==> config.mk <==
export PLATFORM = sky130hd
export DESIGN_NAME = mips_mc_control
export DESIGN_NICKNAME = d
export VERILOG_FILES = /design/src/rtl/mips_mc_pkg.sv /design/src/rtl/mips_mc_control.sv
export SDC_FILE = /design/constraint.sdc
export NUM_CORES = 1
export LEC_CHECK = 0
export ABC_AREA = 1
export CELL_PAD_IN_SITES_DETAIL_PLACEMENT = 2
export CELL_PAD_IN_SITES_GLOBAL_PLACEMENT = 2
export CORE_ASPECT_RATIO = 1.4
export CORE_UTILIZATION = 24
export DETAILED_ROUTE_END_ITERATION = 16
export PLACE_DENSITY = 0.83
export SLEW_MARGIN = 10
export SYNTH_ARGS = -nofsm -noshare
export SYNTH_HDL_FRONTEND = slang
export SYNTH_SLANG_ARGS = --single-unit
==> constraint.sdc <==
create_clock -name clk -period 3.5 [get_ports clk]
set_input_delay 0.7 -clock clk [delete_from_list [all_inputs] [get_ports clk]]
set_output_delay 0.7 -clock clk [all_outputs]
set_load 0.02 [all_outputs]
==> src/rtl/mips_mc_pkg.sv <==
// mips_mc_pkg: state, opcode and mux-select encodings for the multi-cycle MIPS control sequencer.
package mips_mc_pkg;
  typedef enum logic [3:0] {
    S_FETCH, S_DECODE, S_MEM_ADDR, S_MEM_RD, S_MEM_WB, S_MEM_WR,
    S_EXEC_R, S_WB_R, S_EXEC_I, S_WB_I, S_BRANCH, S_JUMP
  } state_t;
  localparam logic [5:0] OP_RTYPE = 6'h00;
  localparam logic [5:0] OP_LW    = 6'h23;
  localparam logic [5:0] OP_SW    = 6'h2B;
  localparam logic [5:0] OP_BEQ   = 6'h04;
  localparam logic [5:0] OP_BNE   = 6'h05;
  localparam logic [5:0] OP_ADDI  = 6'h08;
  localparam logic [5:0] OP_J     = 6'h02;
  localparam logic [5:0] OP_JAL   = 6'h03;
  localparam logic [1:0] ALU_OP_ADD   = 2'b00;
  localparam logic [1:0] ALU_OP_SUB   = 2'b01;
  localparam logic [1:0] ALU_OP_FUNCT = 2'b10;
  localparam logic [1:0] ALUSRCB_B     = 2'd0;
  localparam logic [1:0] ALUSRCB_FOUR  = 2'd1;
  localparam logic [1:0] ALUSRCB_IMM   = 2'd2;
  localparam logic [1:0] ALUSRCB_IMMSH = 2'd3;
  localparam logic [1:0] PCSRC_ALU    = 2'd0;
  localparam logic [1:0] PCSRC_ALUOUT = 2'd1;
  localparam logic [1:0] PCSRC_JUMP   = 2'd2;
  localparam logic [1:0] REGDST_RT = 2'd0;
  localparam logic [1:0] REGDST_RD = 2'd1;
  localparam logic [1:0] REGDST_RA = 2'd2;
  localparam logic [1:0] WBSRC_ALUOUT = 2'd0;
  localparam logic [1:0] WBSRC_MDR    = 2'd1;
  localparam logic [1:0] WBSRC_PC     = 2'd2;
  // Unsupported opcodes fall back to FETCH.
  function automatic state_t dispatch(input logic [5:0] op);
    return op == OP_RTYPE ? S_EXEC_R :
           (op == OP_LW || op == OP_SW) ? S_MEM_ADDR :
           (op == OP_BEQ || op == OP_BNE) ? S_BRANCH :
           op == OP_ADDI ? S_EXEC_I :
           (op == OP_J || op == OP_JAL) ? S_JUMP : S_FETCH;
  endfunction
  function automatic logic is_legal(input logic [5:0] op);
    return op inside {OP_RTYPE, OP_LW, OP_SW, OP_BEQ, OP_BNE, OP_ADDI, OP_J, OP_JAL};
  endfunction
endpackage

==> src/rtl/mips_mc_control.sv <==
// mips_mc_control: multi-cycle MIPS main control FSM with ready-handshaked memory accesses.
module mips_mc_control
  import mips_mc_pkg::*;
(
  input  logic       clk,
  input  logic       rst,
  input  logic [5:0] opcode,
  input  logic       alu_zero,
  input  logic       mem_ready,
  output logic       pc_write,
  output logic       iord,
  output logic       mem_read,
  output logic       mem_write,
  output logic       ir_write,
  output logic       mdr_write,
  output logic [1:0] reg_dst,
  output logic [1:0] mem_to_reg,
  output logic       reg_write,
  output logic       alu_src_a,
  output logic [1:0] alu_src_b,
  output logic [1:0] alu_op,
  output logic [1:0] pc_source,
  output logic       illegal_op
);
  state_t state, next;
  logic [5:0] op;
  always_ff @(posedge clk or posedge rst) begin
    if (rst) begin
      state <= S_FETCH;
      op    <= OP_RTYPE;
    end else begin
      state <= next;
      if (state == S_DECODE) op <= opcode;
    end
  end
  always_comb begin
    next = S_FETCH;
    case (state)
      S_FETCH:    next = mem_ready ? S_DECODE : S_FETCH;
      S_DECODE:   next = dispatch(opcode);
      S_MEM_ADDR: next = op == OP_SW ? S_MEM_WR : S_MEM_RD;
      S_MEM_RD:   next = mem_ready ? S_MEM_WB : S_MEM_RD;
      S_MEM_WR:   next = mem_ready ? S_FETCH : S_MEM_WR;
      S_EXEC_R:   next = S_WB_R;
      S_EXEC_I:   next = S_WB_I;
      default:    next = S_FETCH;
    endcase
  end
  always_comb begin
    pc_write   = 1'b0;
    iord       = 1'b0;
    mem_read   = 1'b0;
    mem_write  = 1'b0;
    ir_write   = 1'b0;
    mdr_write  = 1'b0;
    reg_dst    = REGDST_RT;
    mem_to_reg = WBSRC_ALUOUT;
    reg_write  = 1'b0;
    alu_src_a  = 1'b0;
    alu_src_b  = ALUSRCB_B;
    alu_op     = ALU_OP_ADD;
    pc_source  = PCSRC_ALU;
    illegal_op = 1'b0;
    case (state)
      S_FETCH: begin
        mem_read  = 1'b1;
        alu_src_b = ALUSRCB_FOUR;
        ir_write  = mem_ready;
        pc_write  = mem_ready;
      end
      S_DECODE: begin
        alu_src_b  = ALUSRCB_IMMSH;
        illegal_op = !is_legal(opcode);
      end
      S_MEM_ADDR, S_EXEC_I: begin
        alu_src_a = 1'b1;
        alu_src_b = ALUSRCB_IMM;
      end
      S_MEM_RD: begin
        mem_read  = 1'b1;
        iord      = 1'b1;
        mdr_write = mem_ready;
      end
      S_MEM_WB: begin
        reg_write  = 1'b1;
        mem_to_reg = WBSRC_MDR;
      end
      S_MEM_WR: begin
        mem_write = 1'b1;
        iord      = 1'b1;
      end
      S_EXEC_R: begin
        alu_src_a = 1'b1;
        alu_op    = ALU_OP_FUNCT;
      end
      S_WB_R: begin
        reg_write = 1'b1;
        reg_dst   = REGDST_RD;
      end
      S_WB_I: reg_write = 1'b1;
      // bne inverts the sense of the zero flag
      S_BRANCH: begin
        alu_src_a = 1'b1;
        alu_op    = ALU_OP_SUB;
        pc_source = PCSRC_ALUOUT;
        pc_write  = alu_zero ^ (op == OP_BNE);
      end
      S_JUMP: begin
        pc_source  = PCSRC_JUMP;
        pc_write   = 1'b1;
        reg_write  = op == OP_JAL;
        reg_dst    = op == OP_JAL ? REGDST_RA : REGDST_RT;
        mem_to_reg = op == OP_JAL ? WBSRC_PC : WBSRC_ALUOUT;
      end
      default: ;
    endcase
  end
endmodule

==> results.json, run 1 <==
{
  "outcome": "completed",
  "required_ps": 2800,
  "fin_skew_ps": 3.120,
  "die-area_um2": 3623,
  "tns_ps": 0,
  "critPathKind": "in -> out",
  "synth_cells": 127,
  "wl_per_cell_um": 13.91,
  "holdPathStages": 2,
  "die_y_um": 70.83,
  "cts_tree": "yes",
  "synthDistinctLibCells": 18,
  "via_count": 916,
  "path_delay_family": "buffers and inverters",
  "period_share_pct": 85.30,
  "ctsHoldBuffers": 0,
  "cap_violations": 0,
  "drt.antenna.violating_nets": 0,
  "worstRegToRegCells": 5,
  "htreeDepth": 1,
  "max_freq_mhz": 335.0,
  "fin_crit_ps": 2985,
  "start_util_pct": 25.51,
  "finish.utilization_pct": 37.22,
  "wl_mm": 2.741,
  "hpwl_mm": 2.288,
  "root_buffer": "clkbuf_8",
  "grt_pass1_wl_mm": 4.664,
  "syn_avg_cell_area_um2": 6.394,
  "finalInstanceArea_um2": 1185,
  "seq_area_um2": 250.2,
  "area_delta_synth_final_pct": 45.92,
  "path_buf_inv": 2,
  "grt_pass1_vias": 977,
  "clkSinkCount": 10,
  "grtUsageTotal_pct": 17.41,
  "ys.warnings.count": 0,
  "place_congestion": 0.7708,
  "endpoint_kind": "output port",
  "seq_area_frac_synth_pct": 30.82,
  "viasPerCell": 4.650,
  "path_cells": "clkdlybuf4s50_1 > nor2_1 > nand3_1 > nand3_2 > nor2_1 > clkdlybuf4s50_1",
  "whs_ps": 512.4,
  "clock_latency_ps": 240,
  "clock_path_buffers": 2,
  "synth-seq-cells": 10,
  "synth_nets": 137,
  "fin_cells": 197,
  "core_um2": 3183,
  "crit_cells": 6,
  "grt_setup_unrepaired": "no",
  "first_iter_violations": 7,
  "rows": 24,
  "placed_cells": 193,
  "nNetsFinal": 169,
  "critPathSlowestCell": "clkdlybuf4s50_1",
  "dieWidth_um": 51.16,
  "dpl_cell_area_um2": 1130,
  "worst_ep_arrival_time_ps": 2290,
  "dpl_worst_slack_ps": 498.0,
  "portBuffers": 28,
  "slew_headroom_pct": 74.85,
  "cp_max_fo": 4,
  "total_power_uw": 895.7,
  "drv_slew": 0,
  "p_leak_nw": 0.6036,
  "cts_setup_buffers": 0,
  "worst_pin_slew_ps": 376.8,
  "setup_viol": 0,
  "design.portCount": 29,
  "cts_resized": 0,
  "grt-ovfl-total": 0,
  "multi_input_area_um2": 465.4,
  "synth.cell_area_um2": 812.0,
  "power_per_cell_area_nw_per_um2": 755.9,
  "hold_viol_final": 0,
  "dr.pass1.iters": 2,
  "layout_setup_ws_ps": 514.5,
  "slowest_delay_ps": 530,
  "peakVddDrop_v": 0.0003413,
  "numCtsBuffers": 3,
  "diodes": 0,
  "grt_max_degree": 14,
  "clkTransAtPathRegs_ps": 50,
  "min_path_type": "reg -> reg",
  "layout-drive-gt1-share_pct": 17.72,
  "nFillCells": 401,
  "cp-start-kind": "input port",
  "antenna_found_initial": 0,
  "drc": 0
}
flip-flops by register name, indices dropped and copies added (netlist names):
name / cells
op: 6
state: 4
cells in the mapped netlist, drive strengths merged:
master	n	area [um2]
inv	22	85.08
nor3	3	15.01
nand2	39	168.9
nand4	3	18.77
buf	1	11.26
a21oi	1	5.000
dfrtp	10	250.2
nand3	15	85.08
nor2	29	141.4
o21ai	4	31.28
path summary, 6_finish.rpt:
check,start,slack [ps],to
min,op[4]$_DFFE_PP0P_,510,op[4]$_DFFE_PP0P_
max in group asynchronous,rst,2500,op[1]$_DFFE_PP0P_
max,opcode[4],510,illegal_op
min in group asynchronous,rst,730,state[0]$_DFF_PP0_
max reg2reg,state[2]$_DFF_PP0_,2160,state[0]$_DFF_PP0_
min reg2reg,op[4]$_DFFE_PP0P_,510,op[4]$_DFFE_PP0P_
cell usage in the layout (no fill, tap or decap):
master	n
nor2_1	22
nand2_1	32
o21ai_2	3
inv_4	1
inv_2	4
clkbuf_8	4
nand3_2	2
inv_1	17
clkdlybuf4s50_1	28
nand2_2	6
dfrtp_1	10
nor2_2	4
nor3_1	3
a21oi_1	1
nand2_4	1
nand3_1	13
o21ai_0	1
nor2_4	3
nand4_1	3
cells by family after synthesis:
family / after synthesis / share of synthesized area (%)
flops: 10 / 30.82
buf+inv: 23 / 11.86
compound gates: 5 / 4.468
simple gates: 89 / 52.85
report_power, final:
group,leakage (nW),switching (mW),internal (mW)
registers,0.127,0.0599,0.165
clock network,0.0288,0.0487,0.0991
logic,0.448,0.323,0.200
cell type report:
class                      count  area share (%)
tap                           39           4.118
clock buffer                   4           4.646
inverter                      22           7.181
multi-input combinational     94           39.28
timing repair buffer          28           23.65
sequential                    10           21.12
worst register-to-register path, stage by stage (launching register included):
cell	delay [ps]
dfrtp_1	450
nor2_4	210
nand2_2	230
inv_4	170
nand2_1	90
nand4_1	120
routing by layer:
metal	GRT usage [%]	wire length, um	vias to the layer above
li1	-	-	456
met2	30.56	1530	22
met1	20.45	1083	433
met3	1.290	60	5
met5	0	0	-
met4	9.259	67	0
Note: power is estimated with default switching activity, not from simulation.
==> run 2: changes to the inputs <==
Settings changed: CORE_UTILIZATION 24 to 22, PLACE_DENSITY 0.83 to 0.77.
Clock period 3.5 ns to 3.2 ns, I/O delays scaled along.
==> results.json, run 2 (synthesis results as in run 1) <==
{
  "numCtsBuffers": 3,
  "peakVddDrop_v": 0.0003397,
  "cp_max_fo": 4,
  "finish.utilization_pct": 34.07,
  "drv_slew": 0,
  "pwr-share-seq_pct": 26.4,
  "p_leak_nw": 0.5964,
  "fin_skew_ps": 2.306,
  "hold_viol_final": 0,
  "dpl_worst_slack_ps": 304.6,
  "clkTransAtPathRegs_ps": 40,
  "worst_ep_arrival_time_ps": 2240,
  "cts_resized": 0,
  "grt-ovfl-total": 0,
  "worst_pin_slew_ps": 371.6,
  "layout_setup_ws_ps": 324.8,
  "cts_setup_buffers": 0,
  "wl_mm": 2.441,
  "switching_power_uw": 441.4,
  "layout-drive-gt1-share_pct": 17.20,
  "slew_headroom_pct": 75.20,
  "rows": 25,
  "clock_power_share_pct": 13.2,
  "fin_crit_ps": 2875,
  "first_iter_violations": 1,
  "period_share_pct": 89.85,
  "drt.antenna.violating_nets": 0,
  "grt_setup_unrepaired": "no",
  "dieWidth_um": 53.35,
  "die-area_um2": 3941,
  "cp-start-kind": "input port",
  "tns_ps": 0,
  "place_congestion": 0.8312,
  "top_regs": "op: 6 flops, state: 4 flops",
  "antenna_found_initial": 0,
  "required_ps": 2560,
  "htreeDepth": 1,
  "layout_common_cells": "32 x nand2_1, 28 x clkdlybuf4s50_1, 22 x nor2_1",
  "cts_tree": "yes",
  "design.portCount": 29,
  "clock_path_buffers": 2,
  "largest_reg_flops": 6,
  "dpl_cell_area_um2": 1131,
  "via_count": 882,
  "power_per_cell_area_nw_per_um2": 786.5,
  "internal_power_uw": 480.6,
  "cap_violations": 0,
  "drc": 0,
  "start_util_pct": 23.60,
  "viasPerCell": 4.477,
  "clock_latency_ps": 230,
  "die_y_um": 73.89,
  "dr.pass1.iters": 4,
  "core_um2": 3441,
  "nNetsFinal": 169,
  "finalInstanceArea_um2": 1172,
  "grt_max_degree": 14,
  "rrSetupSlack_ps": 1900,
  "wl_per_cell_um": 12.39,
  "outcome": "completed",
  "diodes": 0,
  "area_delta_synth_final_pct": 44.38,
  "min_path_type": "reg -> reg",
  "comb_power_share_pct": 60.3,
  "clkSinkCount": 10,
  "max_freq_mhz": 347.8,
  "grtUsageTotal_pct": 14.03,
  "portBuffers": 28,
  "grt_pass1_vias": 897,
  "grt_pass1_wl_mm": 4.077,
  "ctsHoldBuffers": 0,
  "setup_viol": 0,
  "hpwl_mm": 2.232,
  "endpoint_kind": "output port",
  "root_buffer": "clkbuf_8",
  "swShare_pct": 47.88,
  "final_common_cell": "nand2_1",
  "critPathKind": "in -> out",
  "largest-register": "op"
}
[run 2: power groups by stage]
stage | Sequential [mW] | Combinational [mW] | Clock (mW)
floorplan | 0.229 | 0.373 | 0
global placement | 0.243 | 0.552 | 0
detailed placement | 0.248 | 0.567 | 0
CTS | 0.246 | 0.570 | 0.125
global route | 0.253 | 0.616 | 0.131
finish | 0.244 | 0.556 | 0.122
[run 2: cell type report]
class / count / area [um2]
multi-input combinational: 94 / 465.4
tap: 40 / 50.05
inverter: 22 / 85.08
fill: 438 / 2268
timing repair buffer: 28 / 280.3
clock buffer: 3 / 41.29
sequential: 10 / 250.2
[run 2: final timing paths]
kind	start	endpoint	cells past startpoint
setup / recovery	opcode[4]	illegal_op	6
hold / removal	op[5]$_DFFE_PP0P_	op[5]$_DFFE_PP0P_	2
setup reg to reg	state[2]$_DFF_PP0_	state[0]$_DFF_PP0_	5
min in group asynchronous	rst	op[4]$_DFFE_PP0P_	2
max in group asynchronous	rst	op[1]$_DFFE_PP0P_	2
hold reg to reg	op[5]$_DFFE_PP0P_	op[5]$_DFFE_PP0P_	2
[run 2: worst max-delay path: stages]
cell and delay, ps:
clkdlybuf4s50_1 450, nor2_1 270, nand3_1 200, nand3_2 110
nor2_1 40, clkdlybuf4s50_1 530
[run 2: per-stage QoR]
stage | power (mW) | hold WS [ps] | cells
floorplan | 0.6025 | 472.0 | 127
global placement | 0.7955 | 503.8 | 194
finish | 0.9221 | 518.1 | 197
CTS | 0.9403 | 523.9 | 197
global route | 1.001 | 551.4 | 197
detailed placement | 0.8146 | 512.6 | 194
[run 2: layer usage]
layer / global-route usage [%] / part of all wire [%] / vias up
met5: 0 / 0 / -
met4: 3.509 / 0.57 / 0
met3: 1.449 / 2.8 / 2
met2: 27.08 / 57 / 22
met1: 15.54 / 40 / 406
li1: - / - / 452
